File: src/rtl/fb_scanout_reader.sv
// Frame-buffer scanout reader.
// Avalon-MM read master that walks one frame of 32-bit words in the on-chip
// frame-buffer RAM and replays them as an Avalon-ST pixel stream. Reads are
// only issued when the prefetch FIFO is guaranteed to have room for them once
// the fixed RAM read latency has elapsed, so sink backpressure can never
// overflow the FIFO.
//
//   state   | meaning
//   --------+-----------------------------------------------------------
//   S_IDLE  | waiting for start; nothing issued, nothing buffered
//   S_FETCH | issuing reads while FIFO + in-flight credit allows
//   S_DRAIN | all reads issued; waiting for the sink to take the last word

module fb_scanout_reader #(
   parameter int BASE_ADDR    = 0,
   parameter int NUM_WORDS    = 76800,
   parameter int READ_LATENCY = 1,
   parameter int FIFO_DEPTH   = 16
) (
   input  logic        clk,
   input  logic        reset_n,
   input  logic        start,
   input  logic        continuous,
   output logic        busy,
   output logic        frame_done,
   output logic [16:0] avm_address,
   output logic        avm_chipselect,
   output logic        avm_write,
   output logic [3:0]  avm_byteenable,
   output logic        avm_clken,
   input  logic [31:0] avm_readdata,
   output logic [31:0] pix_data,
   output logic        pix_valid,
   input  logic        pix_ready,
   output logic        pix_sop,
   output logic        pix_eop
);

   localparam int          AW    = $clog2(FIFO_DEPTH);
   // One spare bit above the depth so count + inflight never wraps.
   localparam int          CW    = AW + 2;
   localparam logic [16:0] BASE  = 17'(BASE_ADDR);
   localparam logic [16:0] LAST  = 17'(NUM_WORDS - 1);
   localparam logic [CW-1:0] DEPTH = CW'(FIFO_DEPTH);

   typedef enum logic [1:0] {
      S_IDLE  = 2'd0,
      S_FETCH = 2'd1,
      S_DRAIN = 2'd2
   } state_t;

   state_t                  r_state;
   state_t                  w_state_nxt;

   logic [16:0]             r_issue_cnt;
   logic [16:0]             r_pop_cnt;
   logic [16:0]             r_addr;
   logic                    r_cs;
   logic                    r_done;
   logic [READ_LATENCY-1:0] r_vld;
   logic [CW-1:0]           r_inflight;
   logic [CW-1:0]           r_count;
   logic [AW-1:0]           r_wr_ptr;
   logic [AW-1:0]           r_rd_ptr;
   logic [31:0]             r_mem [FIFO_DEPTH];

   logic                    w_issue;
   logic                    w_clr;
   logic                    w_done;
   logic                    w_wr;
   logic                    w_pop;
   logic                    w_credit;
   logic [CW-1:0]           w_used;
   logic [CW-1:0]           w_limit;

   // FIFO status, handshake and the read-issue credit check.
   always_comb begin
      pix_valid = (r_count != '0);
      w_pop     = pix_valid & pix_ready;
      w_wr      = r_vld[READ_LATENCY-1];
      w_used    = r_count + r_inflight;
      // A pop in this cycle frees a slot in time for the new read to land,
      // which is what lets the pipeline sustain one word per cycle.
      w_limit   = DEPTH + {{(CW-1){1'b0}}, w_pop};
      w_credit  = (w_used < w_limit);
   end

   // Next-state and frame control decisions.
   always_comb begin
      w_state_nxt = r_state;
      w_issue     = 1'b0;
      w_clr       = 1'b0;
      w_done      = 1'b0;
      case (r_state)
         S_IDLE: begin
            if (start) begin
               w_state_nxt = S_FETCH;
               w_clr       = 1'b1;
            end
         end
         S_FETCH: begin
            if (w_credit) begin
               w_issue = 1'b1;
               if (r_issue_cnt == LAST) begin
                  w_state_nxt = S_DRAIN;
               end
            end
         end
         S_DRAIN: begin
            if (w_pop && (r_pop_cnt == LAST)) begin
               w_done      = 1'b1;
               w_clr       = 1'b1;
               w_state_nxt = continuous ? S_FETCH : S_IDLE;
            end
         end
         default: begin
            w_state_nxt = S_IDLE;
         end
      endcase
   end

   // State register.
   always_ff @(posedge clk) begin
      if (!reset_n) begin
         r_state <= S_IDLE;
      end else begin
         r_state <= w_state_nxt;
      end
   end

   // Frame position counters for issued reads and accepted pixels.
   always_ff @(posedge clk) begin
      if (!reset_n) begin
         r_issue_cnt <= '0;
         r_pop_cnt   <= '0;
      end else begin
         if (w_clr) begin
            r_issue_cnt <= '0;
         end else if (w_issue) begin
            r_issue_cnt <= r_issue_cnt + 17'd1;
         end
         if (w_clr) begin
            r_pop_cnt <= '0;
         end else if (w_pop) begin
            r_pop_cnt <= r_pop_cnt + 17'd1;
         end
      end
   end

   // Registered read strobe and address; address wraps in the 17-bit space.
   always_ff @(posedge clk) begin
      if (!reset_n) begin
         r_cs   <= 1'b0;
         r_addr <= BASE;
         r_done <= 1'b0;
      end else begin
         r_cs   <= w_issue;
         r_done <= w_done;
         if (w_issue) begin
            r_addr <= BASE + r_issue_cnt;
         end
      end
   end

   // Valid shift register tracking each strobe until its data reaches the RAM port.
   always_ff @(posedge clk) begin
      if (!reset_n) begin
         r_vld <= '0;
      end else begin
         r_vld[0] <= r_cs;
         for (int i = 1; i < READ_LATENCY; i++) begin
            r_vld[i] <= r_vld[i-1];
         end
      end
   end

   // Reads committed but not yet written into the FIFO.
   always_ff @(posedge clk) begin
      if (!reset_n) begin
         r_inflight <= '0;
      end else begin
         case ({w_issue, w_wr})
            2'b10:   r_inflight <= r_inflight + CW'(1);
            2'b01:   r_inflight <= r_inflight - CW'(1);
            default: r_inflight <= r_inflight;
         endcase
      end
   end

   // FIFO pointers and occupancy; a write and a pop together leave the count unchanged.
   always_ff @(posedge clk) begin
      if (!reset_n) begin
         r_wr_ptr <= '0;
         r_rd_ptr <= '0;
         r_count  <= '0;
      end else begin
         if (w_wr) begin
            r_wr_ptr <= r_wr_ptr + AW'(1);
         end
         if (w_pop) begin
            r_rd_ptr <= r_rd_ptr + AW'(1);
         end
         case ({w_wr, w_pop})
            2'b10:   r_count <= r_count + CW'(1);
            2'b01:   r_count <= r_count - CW'(1);
            default: r_count <= r_count;
         endcase
      end
   end

   // FIFO storage; contents are meaningless whenever the count says empty.
   always_ff @(posedge clk) begin
      if (w_wr) begin
         r_mem[r_wr_ptr] <= avm_readdata;
      end
   end

   // Output drive; pixel fields are forced to zero while nothing is valid.
   always_comb begin
      busy           = (r_state != S_IDLE);
      frame_done     = r_done;
      avm_address    = r_addr;
      avm_chipselect = r_cs;
      avm_write      = 1'b0;
      avm_byteenable = 4'hF;
      avm_clken      = 1'b1;
      pix_data       = pix_valid ? r_mem[r_rd_ptr] : 32'h0;
      pix_sop        = pix_valid & (r_pop_cnt == 17'd0);
      pix_eop        = pix_valid & (r_pop_cnt == LAST);
   end

endmodule

File: config.mk
export PLATFORM = sky130hd
export DESIGN_NAME = fb_scanout_reader
export DESIGN_NICKNAME = d
export VERILOG_FILES = /design/src/rtl/fb_scanout_reader.sv
export SDC_FILE = /design/constraint.sdc
export NUM_CORES = 1
export LEC_CHECK = 0
export ABC_AREA = 1
export ABC_CLOCK_PERIOD_IN_PS = 2800
export CAP_MARGIN = 20
export CORE_MARGIN = 2
export CORE_UTILIZATION = 55
export DETAILED_ROUTE_END_ITERATION = 12
export GPL_TIMING_DRIVEN = 0
export PLACE_DENSITY = 0.76
export SYNTH_ARGS = -nofsm -noshare
export SYNTH_HDL_FRONTEND = slang
export SYNTH_SLANG_ARGS = --single-unit
File: constraint.sdc
create_clock -name clk -period 2.8 [get_ports clk]
set_input_delay 0.7 -clock clk [delete_from_list [all_inputs] [get_ports clk]]
set_output_delay 0.7 -clock clk [all_outputs]
set_load 0.02 [all_outputs]
# Word level (Yosys, flattened, before mapping)
# Memories as Yosys holds them, arrays and structs flattened. A register that Yosys moved wholly into a read port is not among the register bits.
# Index checks and enable logic that the tools add are counted.
# op_classes
n_addsub	10
magnitude_cmp	1
n_eq_ne	12
n_mux	18
n_bitwise	4
n_reduce_logical	10
# op_table
operator	n
$add A17 B1 Y17 const B	2
$eq A17 B17 Y1 const B	2
$mux W32	1
$pmux W6 S2	2
$logic_not A17 Y1	1
$add A6 B1 Y6 const B	2
$sub A6 B1 Y6 const B	2
$add A4 B1 Y4 const B	2
$mux W2	4
$mux W4	2
$ne A2 B2 Y1 const B	4
$mux W1	7
$add A5 B1 Y6 const A	1
$add A6 B6 Y6	1
$eq A2 B1 Y1 const B	3
$eq A2 B2 Y1 const B	3
$lt A6 B6 Y1	1
$pmux W2 S3	1
$reduce_bool A2 Y1	3
$reduce_bool A6 Y1	1
$reduce_and A4 Y1	1
$and A1 B1 Y1	3
$logic_not A2 Y1	1
$pmux W1 S2	1
other kinds (4)	4
# totals
ff_bits	76
ram_bits	512
inputBits	37
output_inout_bits	61
word_cells	67
mem_count	1
# memory_table
memory	words	width	read_ports	rd_clocked_by_memory_dff	write_ports	line	source
r_mem	16	32	1	1	1	65	logic [31:0] r_mem [FIFO_DEPTH];

# Logic depth before layout (Yosys ltp)
# depth
depth_word	8
depth_mapped	21
depth_no_buf	20

# Worst setup path before layout
# No wires, ideal clock.
# synth_path
path_kind	reg-to-reg
start	register r_inflight[0]
end	register r_inflight[4]
setup_ps	115
t_arrival_ps	2863
t_required_ps	2685
setup_slack_ps	-178
stages_incl_launch_ff	21
synth_period_minus_slack_ps	2978
cell_sequence	dfxtp_1 ha_1 inv_1 fa_1 inv_1 nand3_1 nand2_1 nand2_1 nand2_1 inv_1 nand2_2 nand3_4 buf_2 ha_1 fa_1 nand2_1 nand2_1 a21oi_1 xnor2_1 o21ai_0 inv_1
# synth_between
elab_chain_cells	6
word_cells_on_any_way	10
# synth_rtl
element	line	source
from (decl)	61	logic [CW-1:0] r_inflight;
from (signal assigned)	183	2'b10: r_inflight <= r_inflight + CW'(1);
from (signal assigned)	184	2'b01: r_inflight <= r_inflight - CW'(1);
from (signal assigned)	185	default: r_inflight <= r_inflight;
$add A6 B6 Y6	81	w_used = r_count + r_inflight;
$lt A6 B6 Y1	85	w_credit = (w_used < w_limit);
$mux W1	102	if (w_credit) begin
$mux W1	94	case (r_state)
$eq A2 B1 Y1 / $eq A2 B2 Y1 (equally long branches)	182	case ({w_issue, w_wr})
$pmux W6 S2 / $reduce_bool A2 Y1 (equally long branches)	n/a	
# Several ways; a longest one is shown, not always the timed one.
# A chain may end at the register's enable or synchronous reset.

==> key figures <==
Route
  • Detailed-route wire length per cell: 26.87 microns
  • Drt via density: 6.519
  • Drt first pass iters: 10
  • Routed wire length: 77.62 mm
  • Vias: about 19000
  • Final antenna-violating net count: 0
  • Drc violations: 0
  • Initial detailed-routing violation count: slightly above 3000

Global route
  • Initial antenna violation count: 1
  • Grt total ovfl: 0
  • Global-route wire length before repair: around 110 mm
  • Number of global-route vias before repair: 18540
  • GR Util All Layers: 31.86%
  • Largest net degree at the start of global routing: 27

Clock network
  • Deepest clock path buffer count: 3
  • CTS HTree Levels: 2
  • Clock slew at reported path FFs: 0.06 ns
  • Clk_lat worst skew: about 0.62 ns
  • # hold bufs at CTS: 0
  • TritonCTS clock tree: done
  • CTS buffer count: just under 60
  • Root Buffer: clkbuf_16
  • Sink Count: a little under 600

Floorplanning
  • Core area: 44030 sq um
  • Chip height: 214.7 microns
  • Die area: 46100 sq um
  • Initial Util: between 50% and 60%
  • Ports: 98
  • Row Count: 77
  • Die width: 214.7 microns

Synthesis
  • Yosys cell types: 42
  • Leading area contributor after synthesis: edfxtp_1
  • Largest family of logic cells by synthesized area: compound AO/OA/AOI/OAI gates
  • Synth top area share: 62.97%
  • YS warnings: 0
  • Post-synth top cells: 512 x edfxtp_1, 373 x nor2_1, 274 x o21ai_0
  • #FFs+latches synth: 592
  • Mapped Cells: 2046
  • Area fraction in and, or, nand and nor cells after synthesis: 11.38%
  • Synth Cell Area: 24420 sq um
  • Post-Synth XOR/XNOR Area: about 1.2%
  • Async set or reset register ratio after synthesis: 0%
  • Seq/Total Area, Yosys: between 60% and 70%
  • Synth Area in Adders: under 10%
  • Top_reg_cell synth: edfxtp_1
  • Complex-gate fraction of the synthesized area: 12.65%
  • Top-count cell post-synth: edfxtp_1
  • Avg Cell Area, Syn: 11.93 sq um
  • Mux contribution to synthesized area: 0%
  • Dominant cells by area after synthesis: edfxtp_1 63%, dfxtp_1 6.6%, nor2_1 5.7%
  • Post-synth EDFFs: 512

Power and ir drop
  • IR Drop Worst-Case VDD: 0.0006093 V
  • Total power: 27.77 mW
  • Leakage power: between 10 and 15 nW
  • Power Density: 910.4 nW/um^2

Worst setup path
  • Critical Path Fanout Max: 10
  • Crit path DAT: ~2.8 ns
  • Setup CP Type: reg -> out
  • CP Capture Type: primary output
  • Crit path buf inv count: 4
  • Worst-path cell chain: buf_12 > buf_12 > buf_6 > nor2_1 > o22ai_2 > nor2_2 > nor2_2 > o21ai_2 > a21oi_2 > buf_4
  • Slowest CP cell: nor2_1
  • CP required: between 2 and 2.5 ns
  • CP delay by family, top: simple AND/OR/NAND/NOR gates
  • Critical path's largest stage delay: 0.44 ns
  • CP Launch Type: register

STA
  • Worst Skew: 0.01997 ns
  • Final hold vios: 0
  • Final setup viols: 32
  • Post-route setup slack: -0.6664 ns
  • Slew headroom: 34.58%
  • Max Clk Rate: 288.5 MHz
  • Post-layout minimum cycle time: ~3.5 ns
  • Unrepaired setup endpoints after global routing: yes
  • Least-Margin Pin Slew: between 0.9 and 1 ns
  • Period utilization: 123.8%
  • Fin. max-slew vios: 0

Placed design
  • Hpwl dp: 45.39 mm
  • Dpl cells: around 2700
  • IO Port Bufs: 91
  • GP Congestion: 0.8764
  • Pre-CTS setup slack: -1.033 ns

Final layout
  • Nets: 2315
  • Area grow syn2layout: 24.92%
  • Layout Cells excl Fill: slightly below 3000
  • Layout cell share with drive strength beyond 1: 23.56%
  • Layout Utilization: around 69%

Outcome
  • Failing checks: negative setup slack
  • Outcome: finished with violations

Run
  • Max-cap viol count: 0

Min path
  • Worst min path class: reg -> reg
[report_power, final]
group / switching (mW) / internal [mW]
registers: 0.158 / 9.74
logic: 6.39 / 4.11
clock network: 3.38 / 4.00
[flip-flops by register name, summed over array words and instances (netlist names), 2 cells and up, named ones only]
register,cells
avm_address,17
r_count,6
r_inflight,6
r_issue_cnt,17
r_mem,512
r_pop_cnt,17
r_rd_ptr,4
r_state,2
r_wr_ptr,4
[metrics by stage]
step	instance area [sq um]	TNS [ns]	hold WS (ns)
final	30500	-12.34	0.4573
after global routing	30500	-13.80	0.4896
after CTS	29570	-10.75	0.4629
after detailed placement	26610	-28.58	0.4568
after global placement	26130	-591.76	0.4413
after floorplan	24480	0	0.4356
[placed cells by master, fill, tap and decap left out, drive strengths merged]
master / n
nor2: 374
ha: 23
o21a: 1
buf: 158
clkinv: 26
nand4: 19
a31oi: 4
dfxtp: 80
diode: 1
fa: 3
a21oi: 95
conb: 6
nand3b: 3
xnor2: 12
clkdlybuf4s50: 57
nand2: 165
inv: 72
or2: 2
bufbuf: 1
o22ai: 40
nand3: 74
o221ai: 88
o21bai: 1
clkinvlp: 4
edfxtp: 512
bufinv: 2
o21ai: 295
nor4: 7
or4: 1
nor3: 17
clkbuf: 133
xor2: 21
[worst register-to-register path, stage by stage (launching register included)]
cell and delay (ns):
dfxtp_4 0.38, ha_4 0.14, inv_2 0.04, fa_2 0.52, nand4_1 0.07, nor2_1 0.10, nand2_1 0.08, nand2_2 0.12
nand3_4 0.10, ha_4 0.23, ha_4 0.32, nand2_4 0.06, nand2_4 0.07, nand2_2 0.05, nand3_2 0.07, xor2_1 0.17
nand2_1 0.08, a21oi_1 0.13
[worst paths after layout]
path              slack [ns]  depth (start not counted)            end            from
hold / removal          0.46                          2          r_vld  avm_chipselect
hold reg to reg         0.46                          2          r_vld  avm_chipselect
setup reg to reg        0.01                         17  r_inflight[5]      r_count[0]
setup / recovery       -0.67                         10   pix_data[24]        register
[layer usage]
metal  track usage, %  vias up  wire, microns
met5                0        -              0
li1                 -     7871              -
met2            53.18     1623          37590
met3            7.304      347           9862
met4            15.21        0           4231
met1            39.51     8993          25930
[timing repair]
| action | in CTS | in global routing |
|---|---|---|
| pin swaps | 74 | 128 |
| resized for setup | 483 | 231 |
| buffers inserted | 14 | 14 |
| endpoints found under the setup margin | 41 | 41 |
| gates cloned | 5 | 6 |
[cells by family (layout without fill, tap and decap cells)]
kind of cell,after synthesis,count (layout)
flip-flops,592,592
XOR/XNOR,33,33
adder cells (fa/ha/maj),26,26
AND/OR/NAND/NOR,662,662
AO/OA/AOI/OAI,524,524
other,2,7
buffers and inverters,207,453
[layout make-up]
| class | instances | area (sq um) |
|---|---|---|
| timing repair buffer | 145 | 1808 |
| inverter | 73 | 294.0 |
| tap | 592 | 740.7 |
| clock inverter | 31 | 236.5 |
| multi-input combinational | 1251 | 7476 |
| fill | 2850 | 13530 |
| antenna | 1 | 2.502 |
| sequential | 592 | 17010 |
| clock buffer | 73 | 1508 |
| buffer | 131 | 1429 |
No activity file was read; power rests on OpenSTA's default activity.
